## config.mk

```make
export PLATFORM = sky130hd
export DESIGN_NAME = multicycle_control_flat
export DESIGN_NICKNAME = d
export VERILOG_FILES = /design/src/rtl/multicycle_control_pkg.sv /design/src/rtl/multicycle_control_if.sv /design/src/rtl/multicycle_control_output_decode.sv /design/src/rtl/multicycle_control.sv /design/src/flat_wrapper.sv
export SDC_FILE = /design/constraint.sdc
export NUM_CORES = 1
export LEC_CHECK = 0
export ABC_AREA = 1
export ABC_CLOCK_PERIOD_IN_PS = 1220
export BUFFER_PORTS_ARGS = -buffer_cell sky130_fd_sc_hd__buf_2
export CAP_MARGIN = 20
export CORE_AREA = 2 2 39 41
export CTS_BUF_LIST = sky130_fd_sc_hd__clkbuf_4
export DETAILED_ROUTE_END_ITERATION = 16
export DIE_AREA = 0 0 41 43
export HOLD_SLACK_MARGIN = 0.1
export PLACE_DENSITY = 0.85
export SYNTH_ARGS = -nofsm -noshare
export SYNTH_HDL_FRONTEND = slang
export SYNTH_SLANG_ARGS = --single-unit
```

## constraint.sdc

```tcl
create_clock -name clk -period 1.22 [get_ports clk]
set_input_delay 0 -clock clk [delete_from_list [all_inputs] [get_ports clk]]
set_output_delay 0 -clock clk [all_outputs]
set_load 0.01 [all_outputs]
```

## src/rtl/multicycle_control_pkg.sv

```systemverilog
// Shared encodings for the multi-cycle MIPS main control unit.
// Optional feature macro: MC_ADDI_EN (adds the addi instruction path).
package mc_ctrl_pkg;

    // State register width and state codes.
    typedef logic [3:0] mcState_t;

    localparam mcState_t ST_FETCH     = 4'd0;
    localparam mcState_t ST_DECODE    = 4'd1;
    localparam mcState_t ST_MEM_ADDR  = 4'd2;
    localparam mcState_t ST_MEM_READ  = 4'd3;
    localparam mcState_t ST_MEM_WB    = 4'd4;
    localparam mcState_t ST_MEM_WRITE = 4'd5;
    localparam mcState_t ST_EXECUTE   = 4'd6;
    localparam mcState_t ST_ALU_WB    = 4'd7;
    localparam mcState_t ST_BRANCH    = 4'd8;
    localparam mcState_t ST_JUMP      = 4'd9;
`ifdef MC_ADDI_EN
    localparam mcState_t ST_ADDI_EXEC = 4'd10;
    localparam mcState_t ST_ADDI_WB   = 4'd11;
`endif

    // Primary opcodes (IR[31:26]).
    localparam logic [5:0] OP_RTYPE = 6'h00;
    localparam logic [5:0] OP_LW    = 6'h23;
    localparam logic [5:0] OP_SW    = 6'h2B;
    localparam logic [5:0] OP_BEQ   = 6'h04;
    localparam logic [5:0] OP_J     = 6'h02;
    localparam logic [5:0] OP_ADDI  = 6'h08;

    // ALU source-B select.
    localparam logic [1:0] SRCB_B        = 2'b00;
    localparam logic [1:0] SRCB_FOUR     = 2'b01;
    localparam logic [1:0] SRCB_IMM      = 2'b10;
    localparam logic [1:0] SRCB_IMM_SHL2 = 2'b11;

    // ALU operation select.
    localparam logic [1:0] ALUOP_ADD   = 2'b00;
    localparam logic [1:0] ALUOP_SUB   = 2'b01;
    localparam logic [1:0] ALUOP_FUNCT = 2'b10;

    // PC source select.
    localparam logic [1:0] PCSRC_ALU    = 2'b00;
    localparam logic [1:0] PCSRC_ALUOUT = 2'b01;
    localparam logic [1:0] PCSRC_JUMP   = 2'b10;

    // Raw per-state control word, before reset gating and pc_en combining.
    typedef struct packed {
        logic       pcWrite;
        logic       pcWriteCond;
        logic       iord;
        logic       memRead;
        logic       memWrite;
        logic       irWrite;
        logic       regDst;
        logic       memToReg;
        logic       regWrite;
        logic       aluSrcA;
        logic [1:0] aluSrcB;
        logic [1:0] aluOp;
        logic [1:0] pcSource;
        logic       instrDone;
        logic       illegalOp;
    } mcCtrl_t;

    // True when DECODE has a successor state for this opcode.
    function automatic logic isLegalOp(input logic [5:0] op);
        logic legal;
        legal = (op == OP_RTYPE) || (op == OP_LW) || (op == OP_SW) ||
                (op == OP_BEQ) || (op == OP_J);
`ifdef MC_ADDI_EN
        legal = legal || (op == OP_ADDI);
`endif
        return legal;
    endfunction

endpackage

```

## src/rtl/multicycle_control_if.sv

```systemverilog
// Control-unit <-> datapath bundle for the multi-cycle MIPS core.
// Optional feature macro: MC_ADDI_EN (no signals depend on it).
//
// Handshake: mem_ready is the memory's "access complete" indication. The
// controller holds its request (mem_read or mem_write with iord) steady in a
// memory state and treats the cycle in which mem_ready is 1 as the single
// transfer cycle; mem_ready is ignored in every other state.
interface multicycle_control_if;
    import mc_ctrl_pkg::*;

    logic [5:0] opcode;
    logic       zero;
    logic       mem_ready;

    logic       pc_en;
    logic       pc_write;
    logic       pc_write_cond;
    logic       iord;
    logic       mem_read;
    logic       mem_write;
    logic       ir_write;
    logic       reg_dst;
    logic       mem_to_reg;
    logic       reg_write;
    logic       alu_src_a;
    logic [1:0] alu_src_b;
    logic [1:0] alu_op;
    logic [1:0] pc_source;
    logic       instr_done;
    logic       illegal_op;
    mcState_t   dbgState;

    // Control unit side.
    modport master (
        input  opcode, zero, mem_ready,
        output pc_en, pc_write, pc_write_cond, iord, mem_read, mem_write,
               ir_write, reg_dst, mem_to_reg, reg_write, alu_src_a,
               alu_src_b, alu_op, pc_source, instr_done, illegal_op, dbgState
    );

    // Datapath / observer side.
    modport slave (
        output opcode, zero, mem_ready,
        input  pc_en, pc_write, pc_write_cond, iord, mem_read, mem_write,
               ir_write, reg_dst, mem_to_reg, reg_write, alu_src_a,
               alu_src_b, alu_op, pc_source, instr_done, illegal_op, dbgState
    );
endinterface

```

## src/rtl/multicycle_control_output_decode.sv

```systemverilog
// Combinational state-to-control mapping of the multi-cycle MIPS controller.
// Optional feature macro: MC_ADDI_EN (decodes the two addi states).
module mc_output_decode
    import mc_ctrl_pkg::*;
(
    input  mcState_t   state,
    input  logic [5:0] opcode,
    input  logic       memReady,
    output mcCtrl_t    ctrl
);

    // Moore decode; only FETCH/MEM_WRITE strobes and DECODE's illegal flag look at inputs.
    always_comb begin
        ctrl = '0;
        case (state)
            ST_FETCH: begin
                ctrl.memRead = 1'b1;
                ctrl.aluSrcB = SRCB_FOUR;
                ctrl.pcWrite = memReady;
                ctrl.irWrite = memReady;
            end
            ST_DECODE: begin
                ctrl.aluSrcB   = SRCB_IMM_SHL2;
                ctrl.illegalOp = !isLegalOp(opcode);
            end
            ST_MEM_ADDR: begin
                ctrl.aluSrcA = 1'b1;
                ctrl.aluSrcB = SRCB_IMM;
            end
            ST_MEM_READ: begin
                ctrl.memRead = 1'b1;
                ctrl.iord    = 1'b1;
            end
            ST_MEM_WB: begin
                ctrl.memToReg  = 1'b1;
                ctrl.regWrite  = 1'b1;
                ctrl.instrDone = 1'b1;
            end
            ST_MEM_WRITE: begin
                ctrl.memWrite  = 1'b1;
                ctrl.iord      = 1'b1;
                ctrl.instrDone = memReady;
            end
            ST_EXECUTE: begin
                ctrl.aluSrcA = 1'b1;
                ctrl.aluOp   = ALUOP_FUNCT;
            end
            ST_ALU_WB: begin
                ctrl.regDst    = 1'b1;
                ctrl.regWrite  = 1'b1;
                ctrl.instrDone = 1'b1;
            end
            ST_BRANCH: begin
                ctrl.aluSrcA     = 1'b1;
                ctrl.aluOp       = ALUOP_SUB;
                ctrl.pcWriteCond = 1'b1;
                ctrl.pcSource    = PCSRC_ALUOUT;
                ctrl.instrDone   = 1'b1;
            end
            ST_JUMP: begin
                ctrl.pcWrite   = 1'b1;
                ctrl.pcSource  = PCSRC_JUMP;
                ctrl.instrDone = 1'b1;
            end
`ifdef MC_ADDI_EN
            ST_ADDI_EXEC: begin
                ctrl.aluSrcA = 1'b1;
                ctrl.aluSrcB = SRCB_IMM;
            end
            ST_ADDI_WB: begin
                ctrl.regWrite  = 1'b1;
                ctrl.instrDone = 1'b1;
            end
`endif
            default: ctrl = '0;
        endcase
    end

endmodule

```

## src/rtl/multicycle_control.sv

```systemverilog
// Main control unit of the multi-cycle MIPS core: state register, next-state
// logic and reset gating of the control word.
// Optional feature macro: MC_ADDI_EN (routes opcode 0x08 through ADDI states).
module multicycle_control
    import mc_ctrl_pkg::*;
(
    input  logic                 clk,
    input  logic                 rst_n,
    multicycle_control_if.master bus
);

    mcState_t stateReg;
    mcState_t stateNext;
    mcCtrl_t  ctrl;

    // State register; reset drops straight back to FETCH.
    always_ff @(posedge clk or negedge rst_n) begin
        if (!rst_n) stateReg <= ST_FETCH;
        else        stateReg <= stateNext;
    end

    // Next-state selection; memory states wait on mem_ready, unknown opcodes refetch.
    always_comb begin
        stateNext = ST_FETCH;
        case (stateReg)
            ST_FETCH:     stateNext = bus.mem_ready ? ST_DECODE : ST_FETCH;
            ST_DECODE: begin
                case (bus.opcode)
                    OP_RTYPE: stateNext = ST_EXECUTE;
                    OP_LW:    stateNext = ST_MEM_ADDR;
                    OP_SW:    stateNext = ST_MEM_ADDR;
                    OP_BEQ:   stateNext = ST_BRANCH;
                    OP_J:     stateNext = ST_JUMP;
`ifdef MC_ADDI_EN
                    OP_ADDI:  stateNext = ST_ADDI_EXEC;
`endif
                    default:  stateNext = ST_FETCH;
                endcase
            end
            // Only lw and sw reach MEM_ADDR, so anything but lw is a store.
            ST_MEM_ADDR:  stateNext = (bus.opcode == OP_LW) ? ST_MEM_READ : ST_MEM_WRITE;
            ST_MEM_READ:  stateNext = bus.mem_ready ? ST_MEM_WB : ST_MEM_READ;
            ST_MEM_WB:    stateNext = ST_FETCH;
            ST_MEM_WRITE: stateNext = bus.mem_ready ? ST_FETCH : ST_MEM_WRITE;
            ST_EXECUTE:   stateNext = ST_ALU_WB;
            ST_ALU_WB:    stateNext = ST_FETCH;
            ST_BRANCH:    stateNext = ST_FETCH;
            ST_JUMP:      stateNext = ST_FETCH;
`ifdef MC_ADDI_EN
            ST_ADDI_EXEC: stateNext = ST_ADDI_WB;
            ST_ADDI_WB:   stateNext = ST_FETCH;
`endif
            default:      stateNext = ST_FETCH;
        endcase
    end

    mc_output_decode uDecode (
        .state    (stateReg),
        .opcode   (bus.opcode),
        .memReady (bus.mem_ready),
        .ctrl     (ctrl)
    );

    // Reset forces every control low asynchronously, aborting any in-flight store.
    mcCtrl_t gated;
    always_comb begin
        gated = '0;
        if (rst_n) gated = ctrl;
    end

    assign bus.pc_write      = gated.pcWrite;
    assign bus.pc_write_cond = gated.pcWriteCond;
    assign bus.pc_en         = gated.pcWrite | (gated.pcWriteCond & bus.zero);
    assign bus.iord          = gated.iord;
    assign bus.mem_read      = gated.memRead;
    assign bus.mem_write     = gated.memWrite;
    assign bus.ir_write      = gated.irWrite;
    assign bus.reg_dst       = gated.regDst;
    assign bus.mem_to_reg    = gated.memToReg;
    assign bus.reg_write     = gated.regWrite;
    assign bus.alu_src_a     = gated.aluSrcA;
    assign bus.alu_src_b     = gated.aluSrcB;
    assign bus.alu_op        = gated.aluOp;
    assign bus.pc_source     = gated.pcSource;
    assign bus.instr_done    = gated.instrDone;
    assign bus.illegal_op    = gated.illegalOp;
    assign bus.dbgState      = stateReg;

endmodule

```

## src/flat_wrapper.sv

```systemverilog
// flat-port wrapper written by rule: the top's interface ports become plain ports
module multicycle_control_flat import mc_ctrl_pkg::*;
  (clk, rst_n, bus_opcode, bus_zero, bus_mem_ready, bus_pc_en, bus_pc_write, bus_pc_write_cond, bus_iord, bus_mem_read, bus_mem_write, bus_ir_write, bus_reg_dst, bus_mem_to_reg, bus_reg_write, bus_alu_src_a, bus_alu_src_b, bus_alu_op, bus_pc_source, bus_instr_done, bus_illegal_op, bus_dbgState);
  multicycle_control_if bus_i ();
  input  logic clk;
  input  logic rst_n;
  input wire logic [$bits(bus_i.opcode)-1:0] bus_opcode;
  input wire logic [$bits(bus_i.zero)-1:0] bus_zero;
  input wire logic [$bits(bus_i.mem_ready)-1:0] bus_mem_ready;
  output wire logic [$bits(bus_i.pc_en)-1:0] bus_pc_en;
  output wire logic [$bits(bus_i.pc_write)-1:0] bus_pc_write;
  output wire logic [$bits(bus_i.pc_write_cond)-1:0] bus_pc_write_cond;
  output wire logic [$bits(bus_i.iord)-1:0] bus_iord;
  output wire logic [$bits(bus_i.mem_read)-1:0] bus_mem_read;
  output wire logic [$bits(bus_i.mem_write)-1:0] bus_mem_write;
  output wire logic [$bits(bus_i.ir_write)-1:0] bus_ir_write;
  output wire logic [$bits(bus_i.reg_dst)-1:0] bus_reg_dst;
  output wire logic [$bits(bus_i.mem_to_reg)-1:0] bus_mem_to_reg;
  output wire logic [$bits(bus_i.reg_write)-1:0] bus_reg_write;
  output wire logic [$bits(bus_i.alu_src_a)-1:0] bus_alu_src_a;
  output wire logic [$bits(bus_i.alu_src_b)-1:0] bus_alu_src_b;
  output wire logic [$bits(bus_i.alu_op)-1:0] bus_alu_op;
  output wire logic [$bits(bus_i.pc_source)-1:0] bus_pc_source;
  output wire logic [$bits(bus_i.instr_done)-1:0] bus_instr_done;
  output wire logic [$bits(bus_i.illegal_op)-1:0] bus_illegal_op;
  output wire logic [$bits(bus_i.dbgState)-1:0] bus_dbgState;
  assign bus_i.opcode = bus_opcode;
  assign bus_i.zero = bus_zero;
  assign bus_i.mem_ready = bus_mem_ready;
  assign bus_pc_en = bus_i.pc_en;
  assign bus_pc_write = bus_i.pc_write;
  assign bus_pc_write_cond = bus_i.pc_write_cond;
  assign bus_iord = bus_i.iord;
  assign bus_mem_read = bus_i.mem_read;
  assign bus_mem_write = bus_i.mem_write;
  assign bus_ir_write = bus_i.ir_write;
  assign bus_reg_dst = bus_i.reg_dst;
  assign bus_mem_to_reg = bus_i.mem_to_reg;
  assign bus_reg_write = bus_i.reg_write;
  assign bus_alu_src_a = bus_i.alu_src_a;
  assign bus_alu_src_b = bus_i.alu_src_b;
  assign bus_alu_op = bus_i.alu_op;
  assign bus_pc_source = bus_i.pc_source;
  assign bus_instr_done = bus_i.instr_done;
  assign bus_illegal_op = bus_i.illegal_op;
  assign bus_dbgState = bus_i.dbgState;
  multicycle_control u_core (.clk(clk), .rst_n(rst_n), .bus(bus_i));
endmodule
```

==> impl_metrics.tcl, run 1 <==
set metrics [dict create \
    die_area_um2 1760 \
    fin_crit_ns 1.38 \
    yosysTopAreaCell "nand2_1" \
    die_w_um 41 \
    vias 802 \
    die_h_um 43 \
    nFillCells 125 \
    grt.busiest_layer "met2" \
    pre_cts_ws_ns 0.0219 \
    synthTopCellsByArea "nand2_1 (21%), dfrtp_1 (19%), nor2_1 (19%)" \
    clock_latency_ns 0.24 \
    wirelength_um 1860 \
    crit_arrival_ns 1.38 \
    antenna_found_initial 0 \
    synth_ff_type "dfrtp_1" \
    p_leak_nw 0.558 \
    start_util 0.379 \
    numCtsBuffers 3 \
    grt_max_degree 12 \
    drc 0 \
    nNetsFinal 159 \
    routedWlPerCell_um 11.4 \
    dp_hpwl_um 1230 \
    cp-start-kind "register" \
    grt_use_met1 0.225 \
    status "finished with violations" \
    gp_congestion 0.854 \
    port_buffers 32 \
    largest_reg_flops 4 \
    hold_depth 4 \
    synth_edf_count 0 \
    rows 14 \
    fmax_ghz 0.724 \
    grt_overflow_total 0 \
    grt_pass1_vias 671 \
    vdd_drop_max_mv 0.494 \
    setup_viol_count_final 16 \
    synth_seq_area_share 0.191 \
    worstSetupPathType "reg -> out" \
    period_share 1.13 \
    hold_viol_final 0 \
    grt_setup_unrepaired "yes" \
    finClkSkew_ns 0.00511 \
    yosysMostFrequentCell "nand2_1" \
    synth_top_area_frac 0.215 \
    diodes 0 \
    synth_warnings 0 \
    grt_usage 0.210 \
    required_ns 1.22 \
    io_pins 33 \
    cts_tree "yes" \
    worst_pin_slew_ns 0.442 \
    clkTransAtPathRegs_ns 0.04 \
    maxCapViolCount 0 \
    holdWs_ns 0.109 \
    synthToLayoutAreaGrowth_pct 72.8 \
    numClockSinks 4 \
    cp_max_fo 4 \
    synth_fp_nets 115 \
    drt_iter0_markers 9 \
    core_um2 1380 \
    drt-pass1-iter-count 4 \
    syn_area_per_cell_um2 4.99 \
    drive_gt1_frac 0.503 \
    ys_ff_latch 4 \
    htree_levels 1 \
    synth_common_cells "nand2_1 (30), nor2_1 (26), inv_1 (21)" \
    p_per_area_nw_per_um2 617 \
    netlist_area_um2 524 \
    hold_path.class "in -> reg" \
    cts_buffer_depth 2 \
    postRouteAntennaNets 0 \
    use_met3 0.0314 \
    grt_pass1_wl_um 2550 \
    synthDistinctLibCells 13 \
    use_met2 0.369 \
    violations "negative setup slack" \
    clockRootBuffer "clkbuf_4" \
    end_kind "output port" \
    slew_viol_final 0 \
    synthCells 105 \
    drt-vias-per-instance 4.92 \
    layout_setup_ws_ns -0.161 \
    reg2reg_depth 7 \
    relSlewSlack 0.705 \
    async_flop_share 1.00 \
]
==> repair_timing <==
action,4_1_cts,5_1_grt
pin swaps,3,5
setup buffers,1,4
hold endpoints to repair,5,0
hold buffers,3,0
gates resized for setup,21,19
setup endpoints to repair,16,21
==> worst max-delay path, cell delays in order (launching register included) <==
cell	delay (ns)
dfrtp_2	0.43
inv_2	0.09
buf_4	0.13
nand3_2	0.08
nor2_1	0.12
nand3_1	0.07
nor2_1	0.09
buf_2	0.13
==> metrics by stage <==
step,instance area (um^2),std cells,setup TNS [ns],util,power [mW]
6_report,906,163,-1.42,0.655,0.559
5_1_grt,906,163,-2.86,0.655,0.601
4_1_cts,812,159,-1.13,0.587,0.524
3_5_place_dp,699,152,0,0.505,0.320
3_3_place_gp,699,152,0,0.505,0.316
2_1_floorplan,524,105,0,-,0.252
==> area by class of cell <==
type                            count  area [um^2]  share of cell area
Multi-Input combinational cell     78          427               0.471
Clock buffer                        3         22.5              0.0249
Inverter                           21         83.8              0.0925
Tap cell                           16         20.0              0.0221
Timing Repair Buffer               41          248               0.273
Sequential cell                     4          105               0.116
==> cell usage in the layout, fill, tap and decap left out, drive strengths merged <==
cell type and instances:
nor3 2, o21ai 1, nor2 29, clkbuf 3, a31oi 1, nand2 30
nand3 11, a21oi 3, nor4 1, inv 21, buf 38, dfrtp 4
dlygate4sd3 3
==> power breakdown <==
group          switching [mW]  internal, mW
clock network          0.0547         0.110
registers              0.0172         0.142
logic                   0.141        0.0942
==> metal layers <==
layer,part of all wire,wire length (um),up-vias
met5,0,0,-
met4,0.026,49,0
met3,0.067,124,5
met2,0.54,1000,32
met1,0.37,680,365
li1,-,-,400
==> logic make-up after synthesis <==
logic type / count (synthesis) / synth area share
buf+inv: 23 / 0.174
compound gates: 5 / 0.0501
simple gates: 73 / 0.585
flops: 4 / 0.191
==> worst paths after layout <==
check	start	to	slack (ns)
min	bus_opcode[0]	u_core.bus.dbgState[3]	0.11
min reg2reg	u_core.bus.dbgState[1]	u_core.bus.dbgState[3]	0.79
max in group asynchronous	rst_n	u_core.bus.dbgState[0]	0.78
max	u_core.bus.dbgState[1]	bus_illegal_op	-0.16
min in group asynchronous	rst_n	u_core.bus.dbgState[3]	0.25
max reg2reg	u_core.bus.dbgState[1]	u_core.bus.dbgState[0]	0.03
Note: power is estimated with default switching activity, not from simulation.
==> run 2, diff against run 1 <==
- CORE_AREA: 2 2 39 41 -> 2 2 40 42
- DIE_AREA: 0 0 41 43 -> 0 0 42 44
- PLACE_DENSITY: 0.85 -> 0.81
- REMOVE_ABC_BUFFERS: default -> 1
==> impl_metrics.tcl, run 2 (synthesis gave the netlist of run 1 again) <==
set metrics [dict create \
    status "finished with violations" \
    violations "negative setup slack" \
    crit_chain "inv_2, buf_4, nand3_2, nor2_1, nand3_1, nor2_1, buf_2" \
    pre_cts_ws_ns 0.0283 \
    io_pins 33 \
    nNetsFinal 160 \
    die_w_um 42 \
    rows 14 \
    die_h_um 44 \
    numCtsBuffers 3 \
    hold_viol_final 0 \
    postRouteAntennaNets 0 \
    numClockSinks 4 \
    total_power_mw 0.551 \
    crit_family "flip-flops" \
    die_area_um2 1850 \
    fmax_ghz 0.744 \
    clockRootBuffer "clkbuf_4" \
    fin_tns_setup_ns -1.08 \
    core_um2 1420 \
    grt_setup_unrepaired "yes" \
    wirelength_um 1770 \
    cp_common_cell "nor2_1" \
    final_cell_mix "buf_2 (32), nand2_1 (25), nor2_1 (23)" \
    crit_arrival_ns 1.34 \
    p_leak_nw 0.558 \
    dp_hpwl_um 1250 \
    clkTransAtPathRegs_ns 0.04 \
    setup_viol_count_final 14 \
    vias 762 \
    cp-start-kind "register" \
    vdd_drop_max_mv 0.439 \
    cts_tree "yes" \
    start_util 0.369 \
    htree_levels 1 \
    worstSetupPathType "reg -> out" \
    worst_pin_slew_ns 0.357 \
    grt_pass1_wl_um 2980 \
    post_dp_cell_area_um2 699 \
    relSlewSlack 0.762 \
    end_kind "output port" \
    drt-pass1-iter-count 4 \
    cp_slowest_stage_delay_ns 0.44 \
    drt_iter0_markers 22 \
    final_common_cell "buf_2" \
    diodes 0 \
    drc 0 \
    port_buffers 32 \
    period_share 1.10 \
    hold_path.class "in -> reg" \
    largest_reg_flops 4 \
    grt_overflow_total 0 \
    grt_max_degree 12 \
    finClkSkew_ns 0.00350 \
    holdWs_ns 0.127 \
    slowest_stage "dfrtp_2" \
    grt_pass1_vias 744 \
    p_per_area_nw_per_um2 643 \
    antenna_found_initial 0 \
    routedWlPerCell_um 10.8 \
    layout_setup_ws_ns -0.125 \
    slew_viol_final 0 \
    grt_usage 0.214 \
    drive_gt1_frac 0.439 \
    clock_latency_ns 0.23 \
    gp_congestion 0.809 \
    fin_crit_ns 1.34 \
    maxCapViolCount 0 \
    cp_max_fo 4 \
    drt-vias-per-instance 4.65 \
    synthToLayoutAreaGrowth_pct 63.5 \
    cts_buffer_depth 2 \
    path_buf_inv 3 \
    required_ns 1.22 \
    finish.instance_area_um2 857 \
]
run 2: changes by cell type in the layout (fill, tap and decap cells not counted), sizes merged:
cell	delta
dlygate4sd3	-1
buf	+2
run 2: layout make-up:
type	count	area, um^2
tap	16	20.0
timing repair buffer	42	248
multi-input combinational	78	383
fill	139	562
inverter	21	78.8
clock buffer	3	22.5
sequential	4	105
run 2: power by group:
group | total [mW] | switching [mW] | leakage [nW] | internal (mW)
clock network | 0.163 | 0.0530 | 0.0138 | 0.110
registers | 0.154 | 0.0124 | 0.0480 | 0.142
logic | 0.234 | 0.134 | 0.496 | 0.100
run 2: repair_timing:
item | in CTS | in global routing
endpoints found under the hold margin | 5 | 0
resized for setup | 16 | 8
setup buffers | 7 | 0
setup endpoints to repair | 16 | 21
pin swaps | 6 | 4
hold buffers | 2 | 0
run 2: path summary, 6_finish.rpt:
| path | start | end | slack (ns) | depth (start not counted) |
|---|---|---|---|---|
| worst max-delay path | u_core.bus.dbgState[1] | bus_illegal_op | -0.12 | 7 |
| worst min-delay path | bus_opcode[0] | u_core.bus.dbgState[3] | 0.13 | 4 |
| worst max register to register | u_core.bus.dbgState[3] | u_core.bus.dbgState[0] | -0.05 | 8 |
| worst min register to register | u_core.bus.dbgState[3] | u_core.bus.dbgState[3] | 0.71 | 3 |
| max in group asynchronous | rst_n | u_core.bus.dbgState[3] | 0.79 | 2 |
| min in group asynchronous | rst_n | u_core.bus.dbgState[0] | 0.24 | 2 |
run 2: tightest hold or removal path, delay by kind of cell:
family | cells | cell delay (ns)
buf+inv | 1 | 0.10
simple gates | 2 | 0.14
compound gates | 1 | 0.08
run 2: metrics by stage:
step	cells	util
after global placement	152	0.493
final	164	0.604
after CTS	164	0.591
after floorplan	103	-
after global routing	164	0.604
after detailed placement	152	0.493
run 2: metal layers:
metal	track usage	wire length, um	up-vias
met5	0	0	-
met4	0.116	0	0
met3	0.0333	108	0
met2	0.403	957	31
met1	0.227	701	329
li1	-	-	402
==> run 3, diff against run 2 <==
- ABC_AREA: 1 -> default
- CORE_AREA: 2 2 40 42 -> 2 2 39 41
- DIE_AREA: 0 0 42 44 -> 0 0 41 43
- PLACE_DENSITY: 0.81 -> 0.84
==> impl_metrics.tcl, run 3 <==
set metrics [dict create \
    clockRootBuffer "clkbuf_4" \
    drc 0 \
    synthTopCellsByArea "dfrtp_1 (19%), nor3_1 (8.7%), nor2_1 (8.7%)" \
    vdd_drop_max_mv 0.880 \
    finish.utilization 0.910 \
    cp_slowest_stage_delay_ns 0.43 \
    required_ns 1.22 \
    fin_crit_ns 1.47 \
    crit_arrival_ns 1.47 \
    largest_reg_flops 4 \
    setup_viol_count_final 23 \
    gp_congestion 0.810 \
    total_power_mw 0.733 \
    syn_area_per_cell_um2 6.89 \
    dp_hpwl_um 1240 \
    vias 925 \
    postRouteAntennaNets 0 \
    yosysTopAreaCell "dfrtp_1" \
    p_leak_nw 0.592 \
    die_area_um2 1760 \
    port_buffers 32 \
    synth_edf_count 0 \
    hold_path.class "in -> reg" \
    synth_ff_type "dfrtp_1" \
    synth_warnings 0 \
    period_share 1.20 \
    synthToLayoutAreaGrowth_pct 144 \
    final_common_cell "buf_2" \
    synth_seq_area_share 0.194 \
    start_util 0.373 \
    cp-start-kind "register" \
    end_kind "output port" \
    netlist_area_um2 517 \
    grt_max_degree 9 \
    die_h_um 43 \
    wirelength_um 3120 \
    worst_pin_slew_ns 0.371 \
    numClockSinks 4 \
    numCtsBuffers 3 \
    cts_tree "yes" \
    io_pins 33 \
    holdWs_ns 0.137 \
    p_per_area_nw_per_um2 582 \
    crit_chain "buf_6, nor3b_4, a21oi_2, nor2_2, a21o_1, buf_2" \
    grt_usage 0.303 \
    yosysMostFrequentCell "nor2_1" \
    drt-vias-per-instance 5.97 \
    grt_pass1_vias 802 \
    slowest_stage "dfrtp_2" \
    cp_max_fo 5 \
    status "finished with violations" \
    drive_gt1_frac 0.777 \
    fmax_ghz 0.682 \
    core_um2 1380 \
    ys_ff_latch 4 \
    synth_common_cells "nor2_1 (12), nor3_1 (9), a21oi_1 (5), nand2_1 (5), nor2b_1 (5)" \
    grt_pass1_wl_um 3570 \
    clkTransAtPathRegs_ns 0.04 \
    drt-pass1-iter-count 4 \
    diodes 0 \
    routedWlPerCell_um 20.1 \
    synth_top_area_frac 0.194 \
    drt_iter0_markers 29 \
    relSlewSlack 0.751 \
    violations "negative setup slack" \
    finish.instance_area_um2 1260 \
    antenna_found_initial 0 \
    synthDistinctLibCells 30 \
    worstSetupPathType "reg -> out" \
    die_w_um 41 \
    finClkSkew_ns 0.00572 \
    async_flop_share 1.00 \
    nNetsFinal 151 \
    cts_buffer_depth 2 \
    final_cell_mix "buf_2 (29), buf_6 (18), buf_4 (18)" \
    rows 14 \
    maxCapViolCount 0 \
    layout_setup_ws_ns -0.247 \
    hold_viol_final 0 \
    grt_overflow_total 0 \
    post_dp_cell_area_um2 766 \
    synthCells 75 \
    grt_setup_unrepaired "yes" \
    clock_latency_ns 0.24 \
    htree_levels 1 \
    slew_viol_final 0 \
]
[run 3: cell types whose count changed in the layout (fill, tap and decap cells not counted), sizes merged, moves of 2 or more]
cell,change
nor3b,+2
o32ai,+2
xnor2,+2
inv,-19
nor3,+7
nand2b,+4
nor2b,+5
a21o,+2
nand3,-11
nor2,-17
nand2,-25
buf,+26
a21oi,+2
or3,+2
[run 3: report_power, final]
group / total, mW / switching (mW) / internal, mW
clock: 0.166 / 0.0554 / 0.110
combinational: 0.415 / 0.210 / 0.205
sequential: 0.153 / 0.0112 / 0.142
total: 0.733 / 0.276 / 0.457
[run 3: layer usage]
| layer | wire length, um | part of all wire | global-route usage | vias to the layer above |
|---|---|---|---|---|
| met4 | 194 | 0.062 | 0.160 | 0 |
| met1 | 1140 | 0.36 | 0.307 | 448 |
| met2 | 1640 | 0.53 | 0.547 | 54 |
| met5 | 0 | 0 | 0 | - |
| met3 | 145 | 0.047 | 0.0366 | 20 |
| li1 | - | - | - | 403 |
[run 3: worst paths after layout]
path                       slack, ns                   start  cells past startpoint                      to
setup / recovery               -0.25  u_core.bus.dbgState[0]                      6               bus_pc_en
hold / removal                  0.14           bus_opcode[1]                      3  u_core.bus.dbgState[2]
setup reg to reg               -0.17  u_core.bus.dbgState[2]                      4  u_core.bus.dbgState[2]
hold reg to reg                 0.64  u_core.bus.dbgState[3]                      2  u_core.bus.dbgState[3]
max in group asynchronous       0.69                   rst_n                      2  u_core.bus.dbgState[1]
min in group asynchronous       0.32                   rst_n                      2  u_core.bus.dbgState[0]
[run 3: cells by family after synthesis]
logic type | after synthesis | share of synthesized area
AO/OA/AOI/OAI | 17 | 0.225
XOR/XNOR | 2 | 0.0339
buffers and inverters | 8 | 0.0848
flip-flops | 4 | 0.194
AND/OR/NAND/NOR | 44 | 0.462
[run 3: area by class of cell]
class	instances	area, um^2
tap	16	20.0
sequential	4	103
inverter	2	7.51
fill	57	124
timing repair buffer	67	513
clock buffer	3	22.5
multi-input combinational	63	594
[run 3: critical path, delay by kind of cell (launching register included)]
kind / cells / cell delay, ns
compound gates: 2 / 0.16
flops: 1 / 0.43
simple gates: 2 / 0.35
buf+inv: 2 / 0.28
[run 3: repair_timing]
action,in CTS,in global routing
buffers inserted,12,9
setup endpoints to repair,23,23
gates resized for setup,47,26
hold endpoints to repair,4,0
pin swaps,17,11
hold buffers,1,0
[run 3: per-stage QoR]
stage / setup TNS [ns] / worst slack, ns / instances
finish: -3.51 / -0.247 / 155
detailed placement: -0.252 / -0.0880 / 131
global placement: -0.0523 / -0.0384 / 131
global route: -4.42 / -0.291 / 155
floorplan: -0.487 / -0.207 / 69
CTS: -1.94 / -0.187 / 147
